===== config.mk =====
export PLATFORM = sky130hd
export DESIGN_NAME = noc_injection_arbiter
export DESIGN_NICKNAME = d
export VERILOG_FILES = /design/src/rtl/noc_injection_arbiter.sv
export SDC_FILE = /design/constraint.sdc
export NUM_CORES = 1
export LEC_CHECK = 0
export BUFFER_PORTS_ARGS = -buffer_cell sky130_fd_sc_hd__buf_2
export CAP_MARGIN = 15
export CELL_PAD_IN_SITES_DETAIL_PLACEMENT = 0
export CELL_PAD_IN_SITES_GLOBAL_PLACEMENT = 1
export CORE_AREA = 2 2 144 146
export DETAILED_ROUTE_END_ITERATION = 8
export DIE_AREA = 0 0 146 148
export PLACE_DENSITY_LB_ADDON = 0.05
export SLEW_MARGIN = 30
export SYNTH_ARGS = -nofsm -noshare
export SYNTH_HDL_FRONTEND = slang
export SYNTH_SLANG_ARGS = --single-unit

===== constraint.sdc =====
create_clock -name clk_network_i -period 3.94 [get_ports clk_network_i]
set_input_delay 0.394 -clock clk_network_i [delete_from_list [all_inputs] [get_ports clk_network_i]]
set_output_delay 0.394 -clock clk_network_i [all_outputs]
set_load 0.01 [all_outputs]

===== src/rtl/noc_injection_arbiter.sv =====
// Packet-level round-robin injection arbiter in front of one router port.
// A granted header locks the port to its source until the tail; one output register stage.
module noc_injection_arbiter #(
  parameter int unsigned NumRequesters                  = 4,
  parameter int unsigned NetworkIfFlitWidth             = 64,
  parameter int unsigned NetworkIfFlitTypeWidth         = 2,
  parameter int unsigned NetworkIfBroadcastWidth        = 1,
  parameter int unsigned NetworkIfVirtualChannelIdWidth = 1,
  parameter int unsigned PacketCounterWidth             = 16
) (
  input  logic                                                      clk_network_i,
  input  logic                                                      rst_network_ni,
  input  logic [NumRequesters-1:0]                                  s_valid_i,
  output logic [NumRequesters-1:0]                                  s_ready_o,
  input  logic [NumRequesters*NetworkIfFlitWidth-1:0]               s_flit_i,
  input  logic [NumRequesters*NetworkIfFlitTypeWidth-1:0]           s_flit_type_i,
  input  logic [NumRequesters*NetworkIfBroadcastWidth-1:0]          s_broadcast_i,
  input  logic [NumRequesters*NetworkIfVirtualChannelIdWidth-1:0]   s_virtual_channel_id_i,
  output logic                                                      network_valid_o,
  input  logic                                                      network_ready_i,
  output logic [NetworkIfFlitWidth-1:0]                             network_flit_o,
  output logic [NetworkIfFlitTypeWidth-1:0]                         network_flit_type_o,
  output logic [NetworkIfBroadcastWidth-1:0]                        network_broadcast_o,
  output logic [NetworkIfVirtualChannelIdWidth-1:0]                 network_virtual_channel_id_o,
  output logic [$clog2(NumRequesters)-1:0]                          owner_o,
  output logic                                                      locked_o,
  output logic                                                      protocol_error_o,
  output logic [PacketCounterWidth-1:0]                             packet_count_o
);

  localparam int unsigned N   = NumRequesters;
  localparam int unsigned FW  = NetworkIfFlitWidth;
  localparam int unsigned TW  = NetworkIfFlitTypeWidth;
  localparam int unsigned BW  = NetworkIfBroadcastWidth;
  localparam int unsigned VW  = NetworkIfVirtualChannelIdWidth;
  localparam int unsigned PCW = PacketCounterWidth;
  localparam int unsigned IW  = $clog2(NumRequesters);

  localparam logic [TW-1:0] TypeHeader   = TW'(2'd0);
  localparam logic [TW-1:0] TypeTail     = TW'(2'd2);
  localparam logic [TW-1:0] TypeHeadTail = TW'(2'd3);

  typedef enum logic [0:0] {
    StIdle   = 1'b0,
    StLocked = 1'b1
  } state_e;

  function automatic logic [IW-1:0] next_idx(input logic [IW-1:0] idx);
    if (idx == IW'(N - 1)) begin
      return '0;
    end else begin
      return idx + IW'(1);
    end
  endfunction

  function automatic logic is_head(input logic [TW-1:0] t);
    return (t == TypeHeader) || (t == TypeHeadTail);
  endfunction

  state_e            state_q, state_d;
  logic [IW-1:0]     rr_q, rr_d;
  logic [IW-1:0]     owner_q, owner_d;
  logic [PCW-1:0]    cnt_q, cnt_d;
  logic              err_q, err_d;
  logic              valid_q, valid_d;
  logic [FW-1:0]     flit_q, flit_d;
  logic [TW-1:0]     type_q, type_d;
  logic [BW-1:0]     bc_q, bc_d;
  logic [VW-1:0]     vc_q, vc_d;

  logic [N-1:0]      head_s;
  logic [N-1:0]      cand_s;
  logic [IW:0]       idx_s;
  logic              found_s;
  logic [IW-1:0]     winner_s;
  logic [IW-1:0]     sel_s;
  logic [TW-1:0]     sel_type_s;
  logic              out_free_s;
  logic [N-1:0]      ready_s;
  logic              accept_s;
  logic              err_idle_s;

  // Classify each source's current flit as a packet start or not.
  always_comb begin
    head_s = '0;
    for (int i = 0; i < N; i++) begin
      head_s[i] = is_head(s_flit_type_i[i*TW +: TW]);
    end
  end

  assign cand_s     = s_valid_i & head_s;
  assign err_idle_s = (state_q == StIdle) && ((s_valid_i & ~head_s) != '0);
  assign out_free_s = ~valid_q | network_ready_i;

  // Round-robin search: first header candidate at or after the pointer, wrapping.
  always_comb begin
    found_s  = 1'b0;
    winner_s = '0;
    idx_s    = '0;
    for (int k = 0; k < N; k++) begin
      idx_s = {1'b0, rr_q} + (IW+1)'(k);
      if (idx_s >= (IW+1)'(N)) begin
        idx_s = idx_s - (IW+1)'(N);
      end else begin
        idx_s = idx_s;
      end
      if (!found_s && cand_s[idx_s[IW-1:0]]) begin
        found_s  = 1'b1;
        winner_s = idx_s[IW-1:0];
      end else begin
        found_s  = found_s;
      end
    end
  end

  // Same-cycle grant; a locked owner is offered the port whether or not it is valid.
  always_comb begin
    ready_s = '0;
    if (!rst_network_ni) begin
      ready_s = '0;
    end else if (state_q == StLocked) begin
      ready_s[owner_q] = out_free_s;
    end else if (found_s) begin
      ready_s[winner_s] = out_free_s;
    end else begin
      ready_s = '0;
    end
  end

  assign accept_s   = (ready_s & s_valid_i) != '0;
  assign sel_s      = (state_q == StLocked) ? owner_q : winner_s;
  assign sel_type_s = s_flit_type_i[sel_s*TW +: TW];

  // Next-state for the packet FSM, counters and the output register.
  always_comb begin
    state_d = state_q;
    owner_d = owner_q;
    rr_d    = rr_q;
    cnt_d   = cnt_q;
    err_d   = err_q | err_idle_s;
    valid_d = valid_q;
    flit_d  = flit_q;
    type_d  = type_q;
    bc_d    = bc_q;
    vc_d    = vc_q;
    if (out_free_s) begin
      valid_d = accept_s;
      if (accept_s) begin
        flit_d = s_flit_i[sel_s*FW +: FW];
        type_d = sel_type_s;
        bc_d   = s_broadcast_i[sel_s*BW +: BW];
        vc_d   = s_virtual_channel_id_i[sel_s*VW +: VW];
      end else begin
        flit_d = flit_q;
      end
    end else begin
      valid_d = valid_q;
    end
    if (accept_s) begin
      case (state_q)
        StIdle: begin
          owner_d = sel_s;
          if (sel_type_s == TypeHeader) begin
            state_d = StLocked;
          end else begin
            rr_d  = next_idx(sel_s);
            cnt_d = cnt_q + PCW'(1);
          end
        end
        StLocked: begin
          if (sel_type_s == TypeTail) begin
            state_d = StIdle;
            rr_d    = next_idx(owner_q);
            cnt_d   = cnt_q + PCW'(1);
          end else if (is_head(sel_type_s)) begin
            err_d = 1'b1;
          end else begin
            state_d = StLocked;
          end
        end
        default: state_d = StIdle;
      endcase
    end else begin
      state_d = state_q;
    end
  end

  // State and output registers.
  always_ff @(posedge clk_network_i or negedge rst_network_ni) begin
    if (!rst_network_ni) begin
      state_q <= StIdle;
      rr_q    <= '0;
      owner_q <= '0;
      cnt_q   <= '0;
      err_q   <= 1'b0;
      valid_q <= 1'b0;
      flit_q  <= '0;
      type_q  <= '0;
      bc_q    <= '0;
      vc_q    <= '0;
    end else begin
      state_q <= state_d;
      rr_q    <= rr_d;
      owner_q <= owner_d;
      cnt_q   <= cnt_d;
      err_q   <= err_d;
      valid_q <= valid_d;
      flit_q  <= flit_d;
      type_q  <= type_d;
      bc_q    <= bc_d;
      vc_q    <= vc_d;
    end
  end

  assign s_ready_o                    = ready_s;
  assign network_valid_o              = valid_q;
  assign network_flit_o               = flit_q;
  assign network_flit_type_o          = type_q;
  assign network_broadcast_o          = bc_q;
  assign network_virtual_channel_id_o = vc_q;
  assign owner_o                      = owner_q;
  assign locked_o                     = (state_q == StLocked);
  assign protocol_error_o             = err_q;
  assign packet_count_o               = cnt_q;

endmodule

Word-level counts from Yosys, hierarchy flattened
Cells that the tools add are included.

word-level totals
  register bits = 91
  input port bits = 279
  output and inout bits = 93
  logic and storage cells = 123

cells by class
  add/sub/neg operators = 10
  $lt $le $gt $ge = 12
  equality and inequality tests = 10
  shifts and indexed selects = 4
  multiplexer cells = 43
  bitwise operators = 10
  reductions and logical operators = 24

operators with widths
  cell                                                               number
  variable part select 256 x 9 -> 64 bit                             1
  two-way mux 16 bit                                                 2
  case mux 16 bit (2 select lines)                                   1
  two-way mux 2 bit                                                  13
  bitwise AND 4 bit                                                  5
  < comparator 2 x 3 -> 1 bit, second input constant                 6
  adder 16 x 1 -> 16 bit, second input constant                      1
  == test 2 bit, second input constant                               8
  two-way mux 1 bit                                                  16
  two-way mux 4 bit                                                  3
  zero test 2 bit                                                    5
  greater-or-equal comparator 3 bit, second input constant           3
  binary-select mux 1 bit (select 2 bit)                             4
  nonzero test 4 bit                                                 2
  variable part select 4 x 3 -> 1 bit                                2
  variable part select 8 x 4 -> 2 bit                                1
  subtractor 2 x 1 -> 2 bit, second input constant                   4
  adder 2 x 2 -> 3 bit, second input constant                        2
  logical AND 1 bit                                                  6
  logical OR 1 bit                                                   5
  adder 2 x 1 -> 2 bit, second input constant                        2
  demux 1 bit (select 2 bit)                                         2
  greater-or-equal comparator 2 x 1 -> 1 bit, second input constant  2
  inverter 4 bit                                                     1
  11 further kinds                                                   16

Logic depth before layout (Yosys ltp)
Gate-level depths: netlist of the first run.

  depth after elaboration = 26
  mapped depth = 17
  mapped depth without buffers = 14

Worst setup path before layout of the first run
Ideal clock, no wire load.

  path kind = in2reg
  start = input s_flit_type_i[1]
  end = register cnt_q[1], in the netlist packet_count_o[1]
  library setup time = 0.128 ns
  arrival = 3.014 ns
  data required time = 3.812 ns
  slack = 0.798 ns
  cell stages on the path = 13
  buffers on the path = 2
  cells stage by stage = xor2_1 -> o32ai_1 -> a21oi_2 -> o22a_1 -> mux2_2 -> buf_2 -> buf_6 -> mux2_1 -> ha_1 -> inv_1 -> mux2i_1 -> a21oi_2 -> mux2_1

on the way
  cells in the longest elaborated chain, start to end = 26
  elaborated cells on any way between the ends = 44
  classes of those cells = order compare: 2; eq/ne: 4; shift: 1; mux: 22; bitwise: 3; reduce/logical: 12

ends and longest elaborated chain
  item                                                     line  text
  start: declaration                                       16    input logic [NumRequesters*NetworkIfFlitTypeWidth-1:0] s_flit_type_i,
  == test 2 bit / zero test 2 bit (equally long branches)  57    return (t == TypeHeader) || (t == TypeHeadTail);
  logical OR 1 bit                                         57
  bitwise AND 4 bit                                        91    assign cand_s = s_valid_i & head_s;
  binary-select mux 1 bit (select 2 bit)                   107   if (!found_s && cand_s[idx_s[IW-1:0]]) begin
  two-way mux 1 bit (not written as such)                  107
  two-way mux 1 bit                                        107
  zero test 1 bit                                          107
  logical AND 1 bit                                        107
  (+10 left out)                                           -
  demux 1 bit (select 2 bit)                               124   ready_s[winner_s] = out_free_s;
  bitwise AND 4 bit (no source line)                       -
  two-way mux 4 bit                                        123   end else if (found_s) begin
  two-way mux 4 bit                                        121   end else if (state_q == StLocked) begin
  two-way mux 4 bit                                        119   if (!rst_network_ni) begin
  bitwise AND 4 bit                                        130   assign accept_s = (ready_s & s_valid_i) != '0;
  nonzero test 4 bit                                       130
  AND reduction 3 bit (no source line) (*)                 -
  end signal: assignment                                   205   cnt_q <= cnt_d;
  end: declaration                                         63    logic [PCW-1:0] cnt_q, cnt_d;

Mark *: on every way between the ends. The rest lies on a longest branch, timed or not. The select of a mux whose other input is x is not followed.
A chain may end at the register's enable or synchronous reset.

Worst setup path in the final report of the first run
  start = register rr_q[1]
  end = register cnt_q[4], in the netlist packet_count_o[4]

on the way
  cells in the longest elaborated chain, start to end = 25
  elaborated cells on any way between the ends = 55
  classes of those cells = add/sub: 7; order compare: 6; eq/ne: 3; shift: 1; mux: 26; bitwise: 2; reduce/logical: 10

ends and longest elaborated chain
  item                                                                           line  text
  start: declaration                                                             61    logic [IW-1:0] rr_q, rr_d;
  start signal: assignment                                                       203   rr_q <= rr_d;
  parallel branches: the longest is 24 deep, another holds adder 2 x 1 -> 3 bit  -
  AND reduction 3 bit (no source line) (*)                                       -

Every way passes the cells marked *. The select of a mux whose other input is x is not followed.

==> results of run 1 <==
==> synthesized netlist by cell type (all sizes together), types with 3 or more instances <==
cell / number / share of area [%]
nand4: 5 / 0.47
mux2i: 208 / 31
nand2: 16 / 0.89
and2: 4 / 0.37
clkbuf: 3 / 0.17
nand3: 10 / 0.75
o22ai: 3 / 0.28
dfrtp: 91 / 34
a21oi: 22 / 1.8
xnor2: 6 / 0.78
o21ai: 6 / 0.45
and3: 4 / 0.37
mux2: 72 / 16
xor2: 17 / 2.2
inv: 15 / 0.84
ha: 8 / 1.5
nor3: 3 / 0.22
nor2: 11 / 0.61
a2111oi: 4 / 0.67
buf: 34 / 3.8
==> power by group through the flow <==
stage          clock, mW  sequential, mW  combinational, mW
2_1_floorplan          0            1.82               3.25
3_3_place_gp           0            1.69               4.59
3_5_place_dp           0            1.69               4.61
4_1_cts            0.976            1.68               4.63
5_1_grt             1.00            1.73               4.91
6_report           0.934            1.68               4.56
==> registers in the layout (all words and copies together), names as in the netlist <==
register and count:
protocol_error_o 1, rr_q 2, network_broadcast_o 1, locked_o 1, network_flit_type_o 2, network_valid_o 1, network_flit_o 64, network_virtual_channel_id_o 1
owner_o 2, packet_count_o 16
==> through the flow <==
step | instance area (µm²) | instances | worst slack [ps] | power [mW]
after floorplan | 6714 | 565 | 798.4 | 5.065
after global placement | 8791 | 1179 | 558.5 | 6.284
after detailed placement | 8791 | 1179 | 503.1 | 6.300
after CTS | 9125 | 1196 | 603.6 | 7.288
after global routing | 9135 | 1200 | 384.4 | 7.648
final | 9135 | 1200 | 565.7 | 7.172
==> logic make-up (layout without fill, tap and decap cells) <==
logic type | after synthesis | count (layout)
AO/OA/AOI/OAI | 53 | 53
XOR/XNOR | 23 | 23
adder cells (fa/ha/maj) | 8 | 8
buffers and inverters | 52 | 413
flip-flops | 91 | 91
multiplexers | 280 | 280
other | 0 | 4
AND/OR/NAND/NOR | 58 | 58
==> per-layer routing <==
layer | GRT usage, % | part of all wire (%) | vias up
met5 | 0 | 0 | -
li1 | - | - | 2797
met2 | 35.92 | 53 | 256
met1 | 22.36 | 40 | 2687
met4 | 5.922 | 1.6 | 0
met3 | 4.414 | 6.1 | 27
==> worst paths after layout <==
kind	to	depth (start not counted)	start	slack, ps
min in group asynchronous	network_flit_type_o[1]	2	rst_network_ni	590
max in group asynchronous	packet_count_o[14]	3	rst_network_ni	2160
setup / recovery	packet_count_o[4]	11	rr_q[1]	570
hold reg to reg	packet_count_o[15]	1	packet_count_o[15]	480
hold / removal	network_valid_o	3	network_ready_i	390
setup reg to reg	packet_count_o[4]	11	rr_q[1]	570
==> worst min-delay path, cell delays in order <==
cell and delay, ps:
buf_2 90, nand2b_1 150, nand2_1 60
==> repair_timing <==
item / CTS / global route
endpoints found under the setup margin: 0 / 0
hold buffers: 1 / 0
resized for setup: 0 / 0
hold endpoints to repair: 28 / 0
==> final cells by class <==
cell class | instances | area [µm²] | share of cell area, %
Multi-Input combinational cell | 422 | 4135 | 45.27
Sequential cell | 91 | 2277 | 24.93
Timing Repair Buffer | 382 | 1994 | 21.83
Tap cell | 270 | 337.8 | 3.698
Clock buffer | 9 | 225.2 | 2.465
Clock inverter | 7 | 98.84 | 1.082
Inverter | 15 | 56.30 | 0.6164
Antenna cell | 4 | 10.01 | 0.1096
==> out/qor.csv, run 1 <==
stage,metric,value,unit
setup_path,Critical Path AT,3600,ps
routing,total number of vias,5767,
clocking,# clock sinks,91,
logic_synthesis,mux cell area share after synthesis,46.78,%
grt,total gr overflow,0,
setup_path,Buf/Inv on CP,1,
placed_design,Placer Congestion,0.8747,
power,Leakage,5.189,nW
power,cell internal pwr,4.310,mW
logic_synthesis,"Seq/Total Area, Yosys",33.92,%
setup_path,critical-path maximum fanout,8,
power,maximum VDD drop,0.6225,mV
grt,via count of the first global-routing pass,5909,
grt,largest net degree at the start of global routing,134,
routing,post-route antenna net violation count,0,
die,CORE AREA,20040,µm²
power,NetSw,2.862,mW
logic_synthesis,share of synthesized flip-flops with an asynchronous set or reset,100.0,%
routing,DR vias/cell,4.806,
timing,RSZ-0062 raised after global routing,no,
timing,maximum clock frequency,0.2964,GHz
final_layout,# fillers,1969,
logic_synthesis,"Distinct cells, synth",49,
placed_design,IO buf count,371,
routing,routed length per instance,18.12,µm
timing,Worst-Margin Slew,1010,ps
die,io pins,372,
grt,initial antenna violation count,4,
clocking,postcts setup bufs,0,
routing,final wirelength,21.74,mm
setup_path,kind of end point of the critical path,flip-flop,
logic_synthesis,Synth Area in Compound Gates,5.852,%
final_layout,share of cells above drive strength 1,51.62,%
power,Sw Share,39.91,%
clocking,Num CTS Buffers,9,
die,Die ar.,21610,µm²
grt,global-route wire length before repair,33.11,mm
clocking,CTS tree,done,
timing,worst hold slack,387.5,ps
timing,pins over their slew limit,0,
routing,number of DRC markers in iteration 0,171,
logic_synthesis,Synth Instances,565,
timing,Final Hold Vio Count,0,
clocking,CTS H-tree lvls,3,
final_layout,"commonest non-fill, non-tap cell in the layout",buf_2,
power,clock power share,13.0,%
timing,Period minus WS final,3374,ps
clocking,clk root buf,clkbuf_16,
logic_synthesis,syn nets,852,
final_layout,fin util,45.59,%
logic_synthesis,Main synth FF type,dfrtp_1,
routing,drt first pass iters,4,
logic_synthesis,simple-gate share of the synthesized area,4.156,%
timing,setup TNS,0,ps
setup_path,critical path's slowest cell,dfrtp_1,
logic_synthesis,Post-synth EDFFs,0,
logic_synthesis,adder-cell share of the synthesized area,1.491,%
die,die height,148,µm
power,Comb pwr share,63.6,%
flow_run,total of max-cap violations,0,
setup_path,Critical Path Source Type,flip-flop,
logic_synthesis,"flops & latches, synth",91,
timing,period utilization,85.64,%
logic_synthesis,largest family of logic cells by synthesized area,multiplexers,
power,Flop pwr share,23.4,%
setup_path,kind of critical path,reg -> reg,
die,initial core utilization,33.50,%
setup_path,worst endpoint required time,4160,ps
final_layout,most frequent cells in the layout,"buf_2 (370), mux2i_1 (208), dfrtp_1 (91)",
placed_design,post-detail-place hpwl,17.33,mm
die,Die X,146,µm
logic_synthesis,Mean Syn Cell Area,11.88,µm²
setup_path,"Critical Path, Cell by Cell","inv_2, o32ai_1, a21oi_2, o22a_1, mux2_4, mux2_1, ha_1, mux2i_1, nor2_1, a21boi_0, xor2_1",
grt,all-layer global routing usage,19.44,%
logic_synthesis,area of the mapped netlist,6714,µm²
final_layout,nets,1208,
logic_synthesis,Synth Area in XOR/XNOR,3.000,%
clocking,worst-skew pair later-pin latency,340,ps
clocking,Max Root-Sink Buffers,2,
clocking,"Reg clk slew, reported paths",70,ps
timing,clock skew,6.677,ps
timing,relative slew slack,32.68,%
routing,detailed-route DRC error count,0,
setup_path,cell family with most CP delay,multiplexers,
die,site row count,52,
hold_path,worst min path class,in -> reg,
final_layout,P&R area growth vs syn,36.06,%
setup_path,CP max stage delay,530,ps
logic_synthesis,Syn. warnings,0,
timing,Setup Viol. Count Final,0,
run_status,run status,"complete, no violations",
power,pwr/cell area,785.1,nW/µm²
No activity file was read; power rests on OpenSTA's default activity.
==> inputs of run 2 (changes only) <==
- CORE_AREA: 2 2 144 146 -> 2 2 126 189
- DIE_AREA: 0 0 146 148 -> 0 0 128 191
- MAX_ROUTING_LAYER: default -> met4
- TNS_END_PERCENT: default -> 1
- clock period: 3.94 -> 3.01 ns (I/O delays scaled with it)
==> run 2 against run 1 <==
- routed wire length rose by 3.8%
- critical endpoint is now packet_count_o[6]
- largest cell class unchanged
- worst setup slack got worse by 400 ps
- largest power group unchanged
- final area rose by 2.4%
==> out/qor.csv, run 2 (synthesized netlist as in run 1, its figures left out) <==
stage,metric,value,unit
die,Die ar.,24450,µm²
routing,number of DRC markers in iteration 0,201,
grt,initial antenna violation count,0,
grt,largest net degree at the start of global routing,63,
hold_path,worst min path class,in -> reg,
setup_path,critical path's most frequent cell,a21oi_2,
power,NetSw,3.791,mW
routing,post-route antenna net violation count,0,
power,Comb pwr share,64.0,%
routing,final wirelength,22.57,mm
grt,via count of the first global-routing pass,6152,
clocking,# clock sinks,91,
final_layout,most frequent cells in the layout,"buf_2 (370), mux2i_1 (206), dfrtp_1 (90)",
timing,worst hold slack,278.2,ps
routing,DR vias/cell,4.788,
power,pwr/cell area,1022,nW/µm²
grt,global-route wire length before repair,33.62,mm
timing,period utilization,94.44,%
grt,met2 Use GR,33.46,%
clocking,CTS tree,done,
final_layout,Register Area,2278,µm²
setup_path,"Critical Path, Cell by Cell","inv_2, o32ai_2, a21oi_2, o22a_1, mux2_4, mux2_2, ha_1, inv_1, mux2i_2, or3_1, a21oi_2, xor2_1",
placed_design,pre-CTS WS,-127.5,ps
placed_design,placed cells,1210,
final_layout,ANT cells,0,
placed_design,IO buf count,371,
die,site row count,68,
placed_design,Placer Congestion,0.9588,
run_status,run status,"complete, no violations",
setup_path,kind of critical path,reg -> reg,
die,CORE AREA,22800,µm²
final_layout,P&R area growth vs syn,39.30,%
clocking,"Reg clk slew, reported paths",60,ps
setup_path,Critical Path Source Type,flip-flop,
routing,total number of vias,5875,
power,cell internal pwr,5.770,mW
die,initial core utilization,29.44,%
timing,Setup Viol. Count Final,0,
grt,total gr overflow,0,
final_layout,max reg flops,64,
setup_path,critical-path maximum fanout,5,
final_layout,fin util,41.02,%
timing,Final Hold Vio Count,0,
final_layout,share of cells above drive strength 1,53.85,%
final_layout,post-route design area,9353,µm²
placed_design,post-detail-place hpwl,18.35,mm
die,Die X,128,µm
routing,routed length per instance,18.39,µm
power,maximum VDD drop,0.5011,mV
final_layout,"commonest non-fill, non-tap cell in the layout",buf_2,
timing,relative slew slack,53.72,%
timing,RSZ-0062 raised after global routing,no,
final_layout,Multi-input gate area,4179,µm²
timing,maximum clock frequency,0.3518,GHz
placed_design,placed cell areas,8980,µm²
clocking,Max Root-Sink Buffers,2,
timing,clock skew,7.639,ps
power,Flop pwr share,22.8,%
final_layout,# fillers,2266,
grt,all-layer global routing usage,18.31,%
routing,detailed-route DRC error count,0,
die,die height,191,µm
setup_path,critical path's slowest cell,dfrtp_2,
setup_path,worst setup path start,rr_q[1],
setup_path,Critical Path AT,3100,ps
timing,Worst-Margin Slew,694.3,ps
grt,met3 usage,2.967,%
power,Leakage,5.291,nW
hold_path,Hold Crit Start,network_ready_i,
clocking,worst-skew pair later-pin latency,350,ps
clocking,clk root buf,clkbuf_16,
timing,fin worst setup slack,167.5,ps
power,clock power share,13.2,%
setup_path,RR Startpoint,rr_q[1],
final_layout,fin cells,1227,
clocking,Num CTS Buffers,9,
timing,pins over their slew limit,0,
flow_run,total of max-cap violations,0,
routing,drt first pass iters,4,
setup_path,worst endpoint required time,3270,ps
timing,Period minus WS final,2843,ps
setup_path,R2R setup slack,170,ps
final_layout,nets,1229,
clocking,CTS H-tree lvls,3,
setup_path,kind of end point of the critical path,flip-flop,
die,io pins,372,
setup_path,CP max stage delay,410,ps
power,Sw Share,39.65,%
grt,GRT met1 Usage,19.86,%
clocking,postcts setup bufs,0,
grt,global route hottest layer,met2,
## run 2: worst max-delay path, delay by kind of cell, from the launching register on
kind	cells	cell delay, ps
AOI/OAI and AO/OA	4	710
muxes	3	760
and+or+nand+nor	1	390
DFF	1	410
xor gates and xnor gates	1	160
adders and majority gates	1	200
buffers and inverters	2	140
## run 2: routing by layer
metal	part of all wire, %	wire length (µm)
met3	5.6	1273
met5	0	0
met2	53	12030
met1	39	8725
met4	2.4	543
## run 2: path summary, 6_finish.rpt
kind,to,cells after the start
setup reg to reg,packet_count_o[6],12
min in group asynchronous,owner_o[0],2
setup / recovery,packet_count_o[6],12
hold reg to reg,packet_count_o[15],1
hold / removal,network_valid_o,3
max in group asynchronous,network_flit_o[40],4
## run 2: power by group through the flow
stage / Clock [mW] / Sequential [mW] / Combinational (mW)
floorplan: 0 / 2.38 / 4.27
global placement: 0 / 2.21 / 6.15
detailed placement: 0 / 2.21 / 6.19
CTS: 1.31 / 2.19 / 6.21
global route: 1.37 / 2.27 / 6.58
finish: 1.27 / 2.18 / 6.11
## run 2: timing repair
action | CTS | global route
endpoints found under the setup margin | 0 | 13
hold buffers | 1 | 0
gates resized for setup | 0 | 8
hold endpoints to repair | 4 | 0
## run 2: area by class of cell
class / count / share of cell area (%)
repair buffers: 403 / 23.01
flip-flops and latches: 91 / 24.36
clock buffers: 11 / 2.702
well taps: 280 / 3.746
inverters: 15 / 0.6020
multi-input cells: 422 / 44.68
clock inverters: 5 / 0.8963
## run 2: metrics by stage
step	power, mW	TNS (ps)
2_1_floorplan	6.649	-8.282
3_3_place_gp	8.363	-225.6
3_5_place_dp	8.402	-887.6
4_1_cts	9.719	0
5_1_grt	10.22	0
6_report	9.561	0
==> inputs of run 3 (changes only) <==
- BUFFER_PORTS_ARGS: -buffer_cell sky130_fd_sc_hd__buf_2 -> -buffer_cell sky130_fd_sc_hd__buf_4
==> run 3 against run 2 <==
- non-clock buffer count up 1
- critical path depth unchanged
- die area unchanged
- critical endpoint unchanged
- critical path type unchanged
- highest routed layer unchanged
- worst setup slack worse by 23 ps
- fmax down 0.81%
==> out/qor.csv, run 3 (synthesized netlist as in run 1, its figures left out) <==
stage,metric,value,unit
clocking,clk root buf,clkbuf_16,
grt,global route hottest layer,met2,
grt,global-route wire length before repair,36.16,mm
grt,GRT met1 Usage,21.20,%
timing,RSZ-0062 raised after global routing,yes,
power,Flop pwr share,21.8,%
clocking,CTS tree,done,
timing,clock skew,8.431,ps
die,CORE AREA,22800,µm²
setup_path,R2R setup slack,140,ps
clocking,# clock sinks,91,
grt,met3 usage,3.834,%
setup_path,worst endpoint required time,3280,ps
final_layout,nets,1230,
routing,post-route antenna net violation count,0,
power,cell internal pwr,6.312,mW
placed_design,post-detail-place hpwl,19.56,mm
final_layout,share of cells above drive strength 1,53.80,%
flow_run,total of max-cap violations,0,
routing,total number of vias,5927,
setup_path,Critical Path Source Type,flip-flop,
hold_path,Hold Crit Start,network_ready_i,
routing,detailed-route DRC error count,0,
setup_path,worst setup path start,rr_q[1],
clocking,postcts setup bufs,0,
clocking,"Reg clk slew, reported paths",70,ps
setup_path,RR Startpoint,rr_q[1],
timing,relative slew slack,53.44,%
power,Comb pwr share,64.6,%
power,maximum VDD drop,0.4700,mV
routing,final wirelength,24.40,mm
grt,all-layer global routing usage,19.94,%
power,clock power share,13.7,%
clocking,Num CTS Buffers,9,
run_status,run status,"complete, no violations",
timing,period utilization,95.21,%
timing,Worst-Margin Slew,698.4,ps
final_layout,most frequent cells in the layout,"buf_4 (398), mux2i_1 (206), dfrtp_1 (90)",
routing,number of DRC markers in iteration 0,164,
timing,setup TNS,0,ps
grt,total gr overflow,0,
die,Die X,128,µm
final_layout,max reg flops,64,
grt,met2 Use GR,36.69,%
die,initial core utilization,29.44,%
timing,maximum clock frequency,0.3489,GHz
power,Leakage,5.622,nW
power,NetSw,3.882,mW
setup_path,kind of critical path,reg -> reg,
die,Die ar.,24450,µm²
final_layout,"commonest non-fill, non-tap cell in the layout",buf_4,
setup_path,end of the critical path,packet_count_o[6],
hold_path,worst min path class,in -> reg,
clocking,Max Root-Sink Buffers,2,
setup_path,reg2reg path depth,12,
final_layout,fin cells,1229,
timing,Setup Viol. Count Final,0,
placed_design,placed cells,1211,
die,site row count,68,
routing,drt first pass iters,4,
setup_path,critical-path maximum fanout,5,
grt,via count of the first global-routing pass,6249,
placed_design,IO buf count,371,
timing,Final Hold Vio Count,0,
timing,Period minus WS final,2866,ps
grt,initial antenna violation count,1,
grt,largest net degree at the start of global routing,63,
die,io pins,372,
die,die height,191,µm
timing,pins over their slew limit,0,
power,Sw Share,38.08,%
clocking,worst-skew pair later-pin latency,350,ps
power,pwr/cell area,985.7,nW/µm²
final_layout,P&R area growth vs syn,54.04,%
setup_path,Critical Path AT,3130,ps
clocking,CTS H-tree lvls,3,
routing,routed length per instance,19.86,µm
routing,DR vias/cell,4.823,
setup_path,Reg-to-Reg End,packet_count_o[6],
setup_path,kind of end point of the critical path,flip-flop,
placed_design,Placer Congestion,0.8410,
==> run 3: power groups by stage <==
stage / clock network, mW / logic [mW] / registers, mW
after floorplan: 0 / 4.27 / 2.38
after global placement: 0 / 6.59 / 2.23
after detailed placement: 0 / 6.66 / 2.24
after CTS: 1.44 / 6.70 / 2.23
after global routing: 1.49 / 7.06 / 2.30
final: 1.39 / 6.58 / 2.22
==> run 3: how the worst min path moves through the flow <==
stage                       to  slack (ps)  cells past startpoint
6_report       network_valid_o         260                      3
5_1_grt        network_valid_o         260                      3
4_1_cts        network_valid_o         250                      3
3_5_place_dp           rr_q[0]         140                      1
3_3_place_gp           rr_q[0]         140                      1
2_1_floorplan         locked_o           5                      0
==> run 3: cell type report <==
class                   count  area (µm²)
clock inverters             6       136.4
fillers                  2181       12460
inverters                  15       56.30
flip-flops and latches     91        2278
well taps                 280       350.3
repair buffers            404        3098
multi-input cells         422        4192
diodes                      1       2.502
clock buffers              10       229.0
==> run 3: critical path, cell delays in order, from the launching register on <==
cell and delay (ps):
dfrtp_2 420, inv_2 70, o32ai_4 280, a21oi_2 90
o22a_1 210, mux2_4 310, mux2_2 320, ha_1 200
inv_1 80, mux2i_2 130, or3_1 370, a21oi_1 150
xor2_1 160
==> run 3: timing repair <==
item / in CTS / in global routing
hold buffers: 1 / 0
endpoints found under the hold margin: 3 / 0
setup endpoints to repair: 4 / 13
pin swaps: 0 / 2
resized for setup: 2 / 7
==> run 3: layer usage <==
layer / wire length, µm / up-vias / part of all wire (%)
met4: 638 / 0 / 2.6
met5: 0 / - / 0
met1: 8996 / 2832 / 37
li1: - / 2840 / -
met2: 13450 / 226 / 55
met3: 1321 / 29 / 5.4
==> run 3: stage by stage <==
stage          setup WS [ps]  area (µm²)  util [%]  total power [mW]  hold WS, ps
6_report               144.2       10340     45.36             10.19        264.3
3_5_place_dp          -211.6        9926     43.53             8.900        139.4
4_1_cts                42.24       10300     45.19             10.36        250.5
2_1_floorplan         -4.556        6733         -             6.649        5.409
3_3_place_gp          -81.95        9926     43.53             8.826        140.0
5_1_grt               -13.26       10340     45.36             10.85        256.3
